--- src/rtl/simon_pkg.sv ---
// Shared types and small helpers for the Simon player pad.
package simon_pkg;

   localparam int NUM_BTN = 4;

   typedef enum logic [1:0] {IDLE, DEBOUNCE, RELEASE} pad_state_t;

   // Number 0..3 to its LED/button bit.
   function automatic logic [3:0] onehot2(input logic [1:0] n);
      return 4'b0001 << n;
   endfunction

   // Button bit to number; only meaningful for one-hot inputs.
   function automatic logic [1:0] enc4(input logic [3:0] v);
      case (v)
         4'b0010: return 2'd1;
         4'b0100: return 2'd2;
         4'b1000: return 2'd3;
         default: return 2'd0;
      endcase
   endfunction

   function automatic logic is_onehot4(input logic [3:0] v);
      return (v != 4'b0000) && ((v & (v - 4'b0001)) == 4'b0000);
   endfunction

endpackage

--- src/rtl/btn_sync.sv ---
// Two-flop synchroniser bringing the raw push-buttons into the clk domain.
module btn_sync
   import simon_pkg::*;
(
   input  logic               clk,
   input  logic               reset,
   input  logic [NUM_BTN-1:0] btnRaw,
   output logic [NUM_BTN-1:0] btnSync
);

   logic [NUM_BTN-1:0] meta;

   // NOTE: non-blocking assignments keep the two stages a true shift; blocking would collapse them into one flop.
   always_ff @(posedge clk) begin
      if (reset) begin
         meta    <= '0;
         btnSync <= '0;
      end else begin
         meta    <= btnRaw;
         btnSync <= meta;
      end
   end

endmodule

--- src/rtl/simon_pad.sv ---
// Player-side pad for the Simon core: debounced one-pulse-per-press button
// decoding plus the LED driver for Simon's turn, player feedback and game over.
module simon_pad
   import simon_pkg::*;
#(
   parameter int DEBOUNCE_TICKS = 3,
   parameter int BLINK_TICKS    = 30
) (
   input  logic               clk,
   input  logic               reset,
   input  logic [NUM_BTN-1:0] btn,
   input  logic               simonTurn,
   input  logic [1:0]         simonNum,
   input  logic               simonPressed,
   input  logic               gameOver,
   output logic [1:0]         playerNum,
   output logic               playerPressed,
   output logic               invalidPress,
   output logic [NUM_BTN-1:0] led
);

   localparam int DB_W = $clog2(DEBOUNCE_TICKS) + 1;
   localparam int BL_W = $clog2(BLINK_TICKS) + 1;
   localparam logic [DB_W-1:0] DB_LAST = DB_W'(DEBOUNCE_TICKS - 1);
   localparam logic [BL_W-1:0] BL_LAST = BL_W'(BLINK_TICKS - 1);

   pad_state_t         state;
   logic [NUM_BTN-1:0] s;
   logic [NUM_BTN-1:0] cap;
   logic [DB_W-1:0]    cnt;
   logic               lit;
   logic [BL_W-1:0]    blinkCnt;
   logic               blinkPhase;

   btn_sync uSync (
      .clk    (clk),
      .reset  (reset),
      .btnRaw (btn),
      .btnSync(s)
   );

   // Next-cycle view of the player feedback so the LED lights in the same
   // cycle as the playerPressed pulse and goes dark as RELEASE exits.
   logic       acceptNow;
   logic       releaseDone;
   logic       showNext;
   logic [1:0] numNext;

   assign acceptNow   = (state == DEBOUNCE) && (s == cap) && !simonTurn && !gameOver
                        && (cnt == DB_LAST) && is_onehot4(cap);
   assign releaseDone = (state == RELEASE) && (s == '0) && (cnt == DB_LAST);
   assign showNext    = acceptNow || (lit && !releaseDone);
   assign numNext     = acceptNow ? enc4(cap) : playerNum;

   always_ff @(posedge clk) begin
      if (reset) begin
         state         <= IDLE;
         cap           <= '0;
         cnt           <= '0;
         lit           <= 1'b0;
         playerNum     <= 2'd0;
         playerPressed <= 1'b0;
         invalidPress  <= 1'b0;
      end else begin
         playerPressed <= 1'b0;
         invalidPress  <= 1'b0;
         playerNum     <= numNext;
         lit           <= showNext;
         case (state)
            IDLE: begin
               if (s != '0 && !simonTurn && !gameOver) begin
                  state <= DEBOUNCE;
                  cap   <= s;
                  cnt   <= '0;
               end
            end
            DEBOUNCE: begin
               if (s != cap) begin
                  state <= IDLE;
               end else if (simonTurn || gameOver) begin
                  state <= RELEASE;
                  cnt   <= '0;
               end else if (cnt == DB_LAST) begin
                  playerPressed <= is_onehot4(cap);
                  invalidPress  <= !is_onehot4(cap);
                  state         <= RELEASE;
                  cnt           <= '0;
               end else begin
                  cnt <= cnt + DB_W'(1);
               end
            end
            RELEASE: begin
               // Any bounce back to pressed restarts the release window.
               if (s != '0) begin
                  cnt <= '0;
               end else if (cnt == DB_LAST) begin
                  state <= IDLE;
                  cnt   <= '0;
               end else begin
                  cnt <= cnt + DB_W'(1);
               end
            end
            default: state <= IDLE;
         endcase
      end
   end

   always_ff @(posedge clk) begin
      if (reset) begin
         blinkCnt   <= '0;
         blinkPhase <= 1'b0;
         led        <= '0;
      end else begin
         if (!gameOver) begin
            blinkCnt   <= '0;
            blinkPhase <= 1'b0;
         end else if (blinkCnt == BL_LAST) begin
            blinkCnt   <= '0;
            blinkPhase <= ~blinkPhase;
         end else begin
            blinkCnt <= blinkCnt + BL_W'(1);
         end

         if (gameOver)
            led <= {NUM_BTN{blinkPhase}};
         else if (simonTurn)
            led <= simonPressed ? onehot2(simonNum) : '0;
         else if (showNext)
            led <= onehot2(numNext);
         else
            led <= '0;
      end
   end

endmodule
--- config.mk ---
export PLATFORM = sky130hd
export DESIGN_NAME = simon_pad
export DESIGN_NICKNAME = d
export VERILOG_FILES = /design/src/rtl/simon_pkg.sv /design/src/rtl/btn_sync.sv /design/src/rtl/simon_pad.sv
export SDC_FILE = /design/constraint.sdc
export NUM_CORES = 1
export LEC_CHECK = 0
export CAP_MARGIN = 15
export CORE_AREA = 5 5 82 69
export DETAILED_ROUTE_END_ITERATION = 16
export DIE_AREA = 0 0 87 74
export GPL_ROUTABILITY_DRIVEN = 1
export SLEW_MARGIN = 20
export SYNTH_ARGS = -nofsm -noshare
export SYNTH_HDL_FRONTEND = slang
export SYNTH_SLANG_ARGS = --single-unit
--- constraint.sdc ---
create_clock -name clk -period 2.6 [get_ports clk]
set_input_delay 0.39 -clock clk [delete_from_list [all_inputs] [get_ports clk]]
set_output_delay 0.39 -clock clk [all_outputs]
set_load 0.01 [all_outputs]
# Yosys cells after proc, flatten, opt, wreduce, memory -nomap -nowiden
# Cells that the tools add are included.
[totals] regBits=33 inputBits=11 out_inout_bits=8 elab_cells=84
[classes] add_sub_neg=3 eq_ne=14 n_shift=2 muxes=19 n_bitwise=5 reduce_logical=29
[op_table] operator="$mux 4" count=4
[op_table] operator="$mux 3" count=5
[op_table] operator="$mux 2" count=7
[op_table] operator="$pmux 2 s3" count=2
[op_table] operator="$logic_and 1x1->1" count=11
[op_table] operator="$pmux 3 s3" count=1
[op_table] operator="$logic_not 4->1" count=2
[op_table] operator="$reduce_bool 4->1" count=2
[op_table] operator="$shl 1x2->4 const A" count=2
[op_table] operator="$add 6x1->6 const B" count=1
[op_table] operator="$eq 6x5->1 const B" count=1
[op_table] operator="$ne 2x2->1 const B" count=3
[op_table] operator="$reduce_or 5->1" count=1
[op_table] operator="$and 4x4->4" count=1
[op_table] operator="$eq 4x2->1 const B" count=1
[op_table] operator="$eq 4x3->1 const B" count=1
[op_table] operator="$eq 4x4->1" count=1
[op_table] operator="$eq 4x4->1 const B" count=1
[op_table] operator="$logic_not 1->1" count=4
[op_table] operator="$ne 4x1->1 const B" count=1
[op_table] operator="$ne 4x4->1" count=1
[op_table] operator="$not 1->1" count=4
[op_table] operator="$reduce_and 4->1" count=1
[op_table] operator="$sub 4x1->4 const B" count=1
[op_table] operator="other kinds (12)" count=13

# Longest topological paths before layout
[depth] depth_word=11 depth_mapped=7 mapped_depth_nobuf=7

# Cells and area by module
# From an unflattened synthesis, not the netlist that was laid out.
[hier_totals] cells_unflattened=170 hier_area_um2=1579.0
[by_module_without_submodules] module="simon_pad" n_inst=1 cells_each=154 area_each_um2=1368.8 seq_area_each_um2=500.5
[by_module_without_submodules] module="btn_sync" n_inst=1 cells_each=16 area_each_um2=210.2 seq_area_each_um2=160.2

# Worst setup path after synthesis
# No wires, ideal clock.
[synth_path] kind="reg2reg" startpoint="reg state[1]" endpoint="reg playerNum[0]" setup_time_ps=70 t_arrival_ps=1813 required_ps=2530 slack_ps=716 stages_incl_launch_ff=7 path_buffers=0 period_less_slack_ps=1884 cell_sequence="dfxtp_1 inv_1 ha_1 nor3b_1 nand4_4 or4_1 a21oi_1"
[synth_between] elab_chain_len=7
[synth_lines] element="start, declared" line_no="simon_pad.sv:27" source="pad_state_t state;"
[synth_lines] element="start signal, assigned" line_no="simon_pad.sv:57" source="state <= IDLE;"
[synth_lines] element="start signal, assigned" line_no="simon_pad.sv:72" source="state <= DEBOUNCE;"
[synth_lines] element="start signal, assigned" line_no="simon_pad.sv:79" source="state <= IDLE;"
[synth_lines] element="$eq 2x1->1" line_no="simon_pad.sv:49" source="assign acceptNow = (state == DEBOUNCE) && (s == cap) && !simonTurn && !gameOver"
[synth_lines] element="$logic_and 1x1->1 (3 in a row)" line_no="simon_pad.sv:49"
[synth_lines] element="$logic_and 1x1->1 (2 in a row)" line_no="simon_pad.sv:50" source="&& (cnt == DB_LAST) && is_onehot4(cap);"
[synth_lines] element="$mux 2" line_no="simon_pad.sv:53" source="assign numNext = acceptNow ? enc4(cap) : playerNum;"
[synth_lines] element="end signal, assigned" line_no="simon_pad.sv:67" source="playerNum <= numNext;"
[synth_lines] element="end, declared" line_no="simon_pad.sv:16" source="output logic [1:0] playerNum,"
# Every way passes these cells.
# A chain may end at the register's enable or synchronous reset.

# Worst setup path after layout
[layout_path] startpoint="reg cap[2]" endpoint="reg playerNum[1]"
[layout_between] elab_chain_len=7 elab_cells_between_ends=16 classes_between="1 x add/sub; 4 x eq/ne; 2 x mux; 1 x bitwise; 8 x reduce/logical"
[layout_lines] element="start, declared" line_no="simon_pad.sv:29" source="logic [NUM_BTN-1:0] cap;"
[layout_lines] element="start signal, assigned" line_no="simon_pad.sv:73" source="cap <= s;"
[layout_lines] element="parallel branches: the longest is 6 deep, another holds $sub 4x1->4"
[layout_lines] element="$mux 2 *" line_no="simon_pad.sv:53"
# Every way passes the cells marked *.

==> reports/qor.csv <==
metric,value,unit
result of the run,completed,
first-pass GRT wire length,5130,microns
CTS buffer count,5,
max-slew violation count,0,
first-pass detailed-route iteration total,6,
maximum count of clock buffers along a single path,2,
Syn Nets,194,
net count of the finished layout,217,
normalized max-slew margin,0.559,
pin count of the biggest net entering global routing,19,
drt drc,0,
power density normalized to cell area,567,mW/mm^2
number of vias in the routed layout,1261,
final worst path period share,0.807,
initial standard-cell utilization of the core,0.335,
leading register cell type out of synthesis,sky130_fd_sc_hd__dfxtp_1,
Filler Cell Count,497,
peak supply drop,0.291,mV
Clock Skew,0.00494,ns
overall overflow remaining after global route,0,
classification of the worst-slack hold path,reg -> reg,
Worst Setup SP,cap[2],
Placer Congestion,0.815,
final instance count without filler cells,263,
standby leakage power,0.718,nW
number of synthesized flops with an enable pin,0,
most common library cell in the layout ignoring fill and taps,sky130_fd_sc_hd__dfxtp_1,
Crit. End Element,flip-flop,
unrepaired setup endpoints after global routing,no,
hold slack,0.435,ns
Tot GR Track Use,0.103,
number of cells produced by synthesis,177,
maximum net fanout on the critical path,10,
row cnt,23,
Setup TNS Final,0,ns
Crit path required time,2.81,ns
beginning of the worst hold path,uSync.meta[3],
total number of H-tree levels,2,
Synth cell types,41,
"critical path, cell by cell",xor2_1 -> nor4_4 -> nand4_4 -> or4_1 -> a21oi_1,
proportion of layout cells with a drive suffix above 1,0.0945,
Critical-path top delay cell,sky130_fd_sc_hd__dfxtp_1,
post-CTS setup repair buffer count,0,
x dimension of the die,87,microns
type of element launching the critical path,flip-flop,
type of the worst setup path,reg -> reg,
via count of the first global-routing pass,1154,
"Seq/Total Area, Yosys",0.410,
Yosys Warn Count,0,
half-perimeter wire length of the detailed placement result,2220,microns
transition time of the tightest slew-check pin,0.660,ns
post-layout minimum cycle time,2.10,ns
TritonCTS clock tree,done,
number of cells after detailed placement,255,
"top library cells by usage in the layout, fill and taps aside","33 x sky130_fd_sc_hd__dfxtp_1, 18 x sky130_fd_sc_hd__clkdlybuf4s50_1, 15 x sky130_fd_sc_hd__nand2_1, 15 x sky130_fd_sc_hd__a21oi_1, 13 x sky130_fd_sc_hd__nor2_1",
CTS Root Buffer Type,sky130_fd_sc_hd__clkbuf_8,
number of nets with antenna violations after routing,0,
"wirelength, routed",2970,microns
"Hold Vio Cnt, Final",0,
Die H,74,microns
total of flip-flops plus latches after synthesis,33,
average via count per standard cell,4.79,
initial antenna violation count,0,
Die ar.,0.00644,sq mm
Async SR Flop Fraction,0,
antenna diode instance count,0,
Core Region,0.00481,sq mm
Crit path arrival time,2.31,ns
post-synthesis area per instance,9.10,sq um
# hold bufs at CTS,0,
Routed wire per std cell,11.3,microns
clock slew seen by the registers of the worst setup and hold paths,0.07,ns
number of sinks driven by the clock tree,33,
count of buffers from port buffering,18,
cell area after synthesis,0.00161,sq mm
number of DRC markers in iteration 0,53,
max-capacitance violation count,0,
total setup violations reported at the end of the flow,0,
crit-path max cell delay,0.54,ns
area delta synth->final,21.7,%
worst reg2reg startpoint,cap[2],
number of top-level pins,19,
achievable frequency,0.477,GHz
post-cts gate resize count,0,
clock latency at the later pin of the worst-skew pair,0.29,ns
## cell families (layout without fill, tap and decap cells)
| family | after synthesis | count (layout) | share of synthesized area |
|---|---|---|---|
| flops | 33 | 33 | 0.410 |
| fa+ha+maj | 6 | 6 | 0.0466 |
| xor+xnor | 12 | 12 | 0.0653 |
| simple gates | 71 | 71 | 0.262 |
| buf+inv | 20 | 44 | 0.0707 |
| mux | 2 | 2 | 0.0124 |
| compound gates | 33 | 33 | 0.133 |
## final timing paths
kind                 endpoint  depth (start not counted)  slack [ns]
max              playerNum[1]                          5        0.50
min          uSync.btnSync[3]                          1        0.44
max reg2reg      playerNum[1]                          5        0.50
min reg2reg  uSync.btnSync[3]                          1        0.44
## final cells by class
class                   instances  area (sq um)  area share
multi-input cells             124           836       0.427
flip-flops and latches         33           661       0.337
repair buffers                 24           225       0.115
well taps                      62          77.6      0.0396
clock buffers                   5          68.8      0.0351
clock inverters                 3          46.3      0.0236
inverters                      12          45.0      0.0230
## through the flow
step,instance area [sq um],setup WS [ns],util,power [W]
after CTS,1960,0.491,0.408,0.00113
after detailed placement,1840,0.391,0.384,0.000632
after global placement,1840,0.403,0.384,0.000633
final,1960,0.501,0.408,0.00111
after global routing,1960,0.277,0.408,0.00116
after floorplan,1610,0.716,-,0.000593
## sequential cells by signal (all words and copies together) (netlist names)
name / cells
playerPressed: 1
blinkCnt: 6
cnt: 3
led: 4
invalidPress: 1
playerNum: 2
lit: 1
blinkPhase: 1
uSync.meta: 4
cap: 4
state: 2
uSync.btnSync: 4
## cells in the mapped netlist (3+ instances only)
| master | count | share of area |
|---|---|---|
| sky130_fd_sc_hd__dfxtp_1 | 33 | 0.41 |
| sky130_fd_sc_hd__nor2_1 | 13 | 0.030 |
| sky130_fd_sc_hd__clkbuf_1 | 3 | 0.0070 |
| sky130_fd_sc_hd__inv_1 | 12 | 0.028 |
| sky130_fd_sc_hd__nor2b_1 | 9 | 0.035 |
| sky130_fd_sc_hd__nand3b_1 | 3 | 0.014 |
| sky130_fd_sc_hd__nand3_1 | 8 | 0.025 |
| sky130_fd_sc_hd__o32ai_1 | 3 | 0.016 |
| sky130_fd_sc_hd__or3_1 | 3 | 0.012 |
| sky130_fd_sc_hd__nand2_1 | 15 | 0.035 |
| sky130_fd_sc_hd__a21oi_1 | 15 | 0.047 |
| sky130_fd_sc_hd__xor2_1 | 7 | 0.038 |
| sky130_fd_sc_hd__ha_1 | 6 | 0.047 |
| sky130_fd_sc_hd__xnor2_1 | 5 | 0.027 |
| sky130_fd_sc_hd__nor4b_1 | 4 | 0.022 |
| sky130_fd_sc_hd__nor3b_1 | 3 | 0.014 |
## critical path: cells and delay by family, from the launching register on
kind | cells | cell delay (ns)
simple gates | 3 | 1.18
xor+xnor | 1 | 0.16
compound gates | 1 | 0.14
flops | 1 | 0.54
## power by group
| part | leakage (nW) | total [W] | internal, W | switching [W] |
|---|---|---|---|---|
| clock | 0.0543 | 0.000490 | 0.000287 | 0.000203 |
| sequential | 0.269 | 0.000525 | 0.000517 | 0.00000812 |
| combinational | 0.395 | 0.0000953 | 0.0000485 | 0.0000468 |
## routing by layer
metal / part of all wire / global-route usage
met3: 0.056 / 0.0365
met1: 0.53 / 0.135
met5: 0 / 0
met2: 0.40 / 0.151
met4: 0.015 / 0.0467
(Power assumes the default switching activity.)
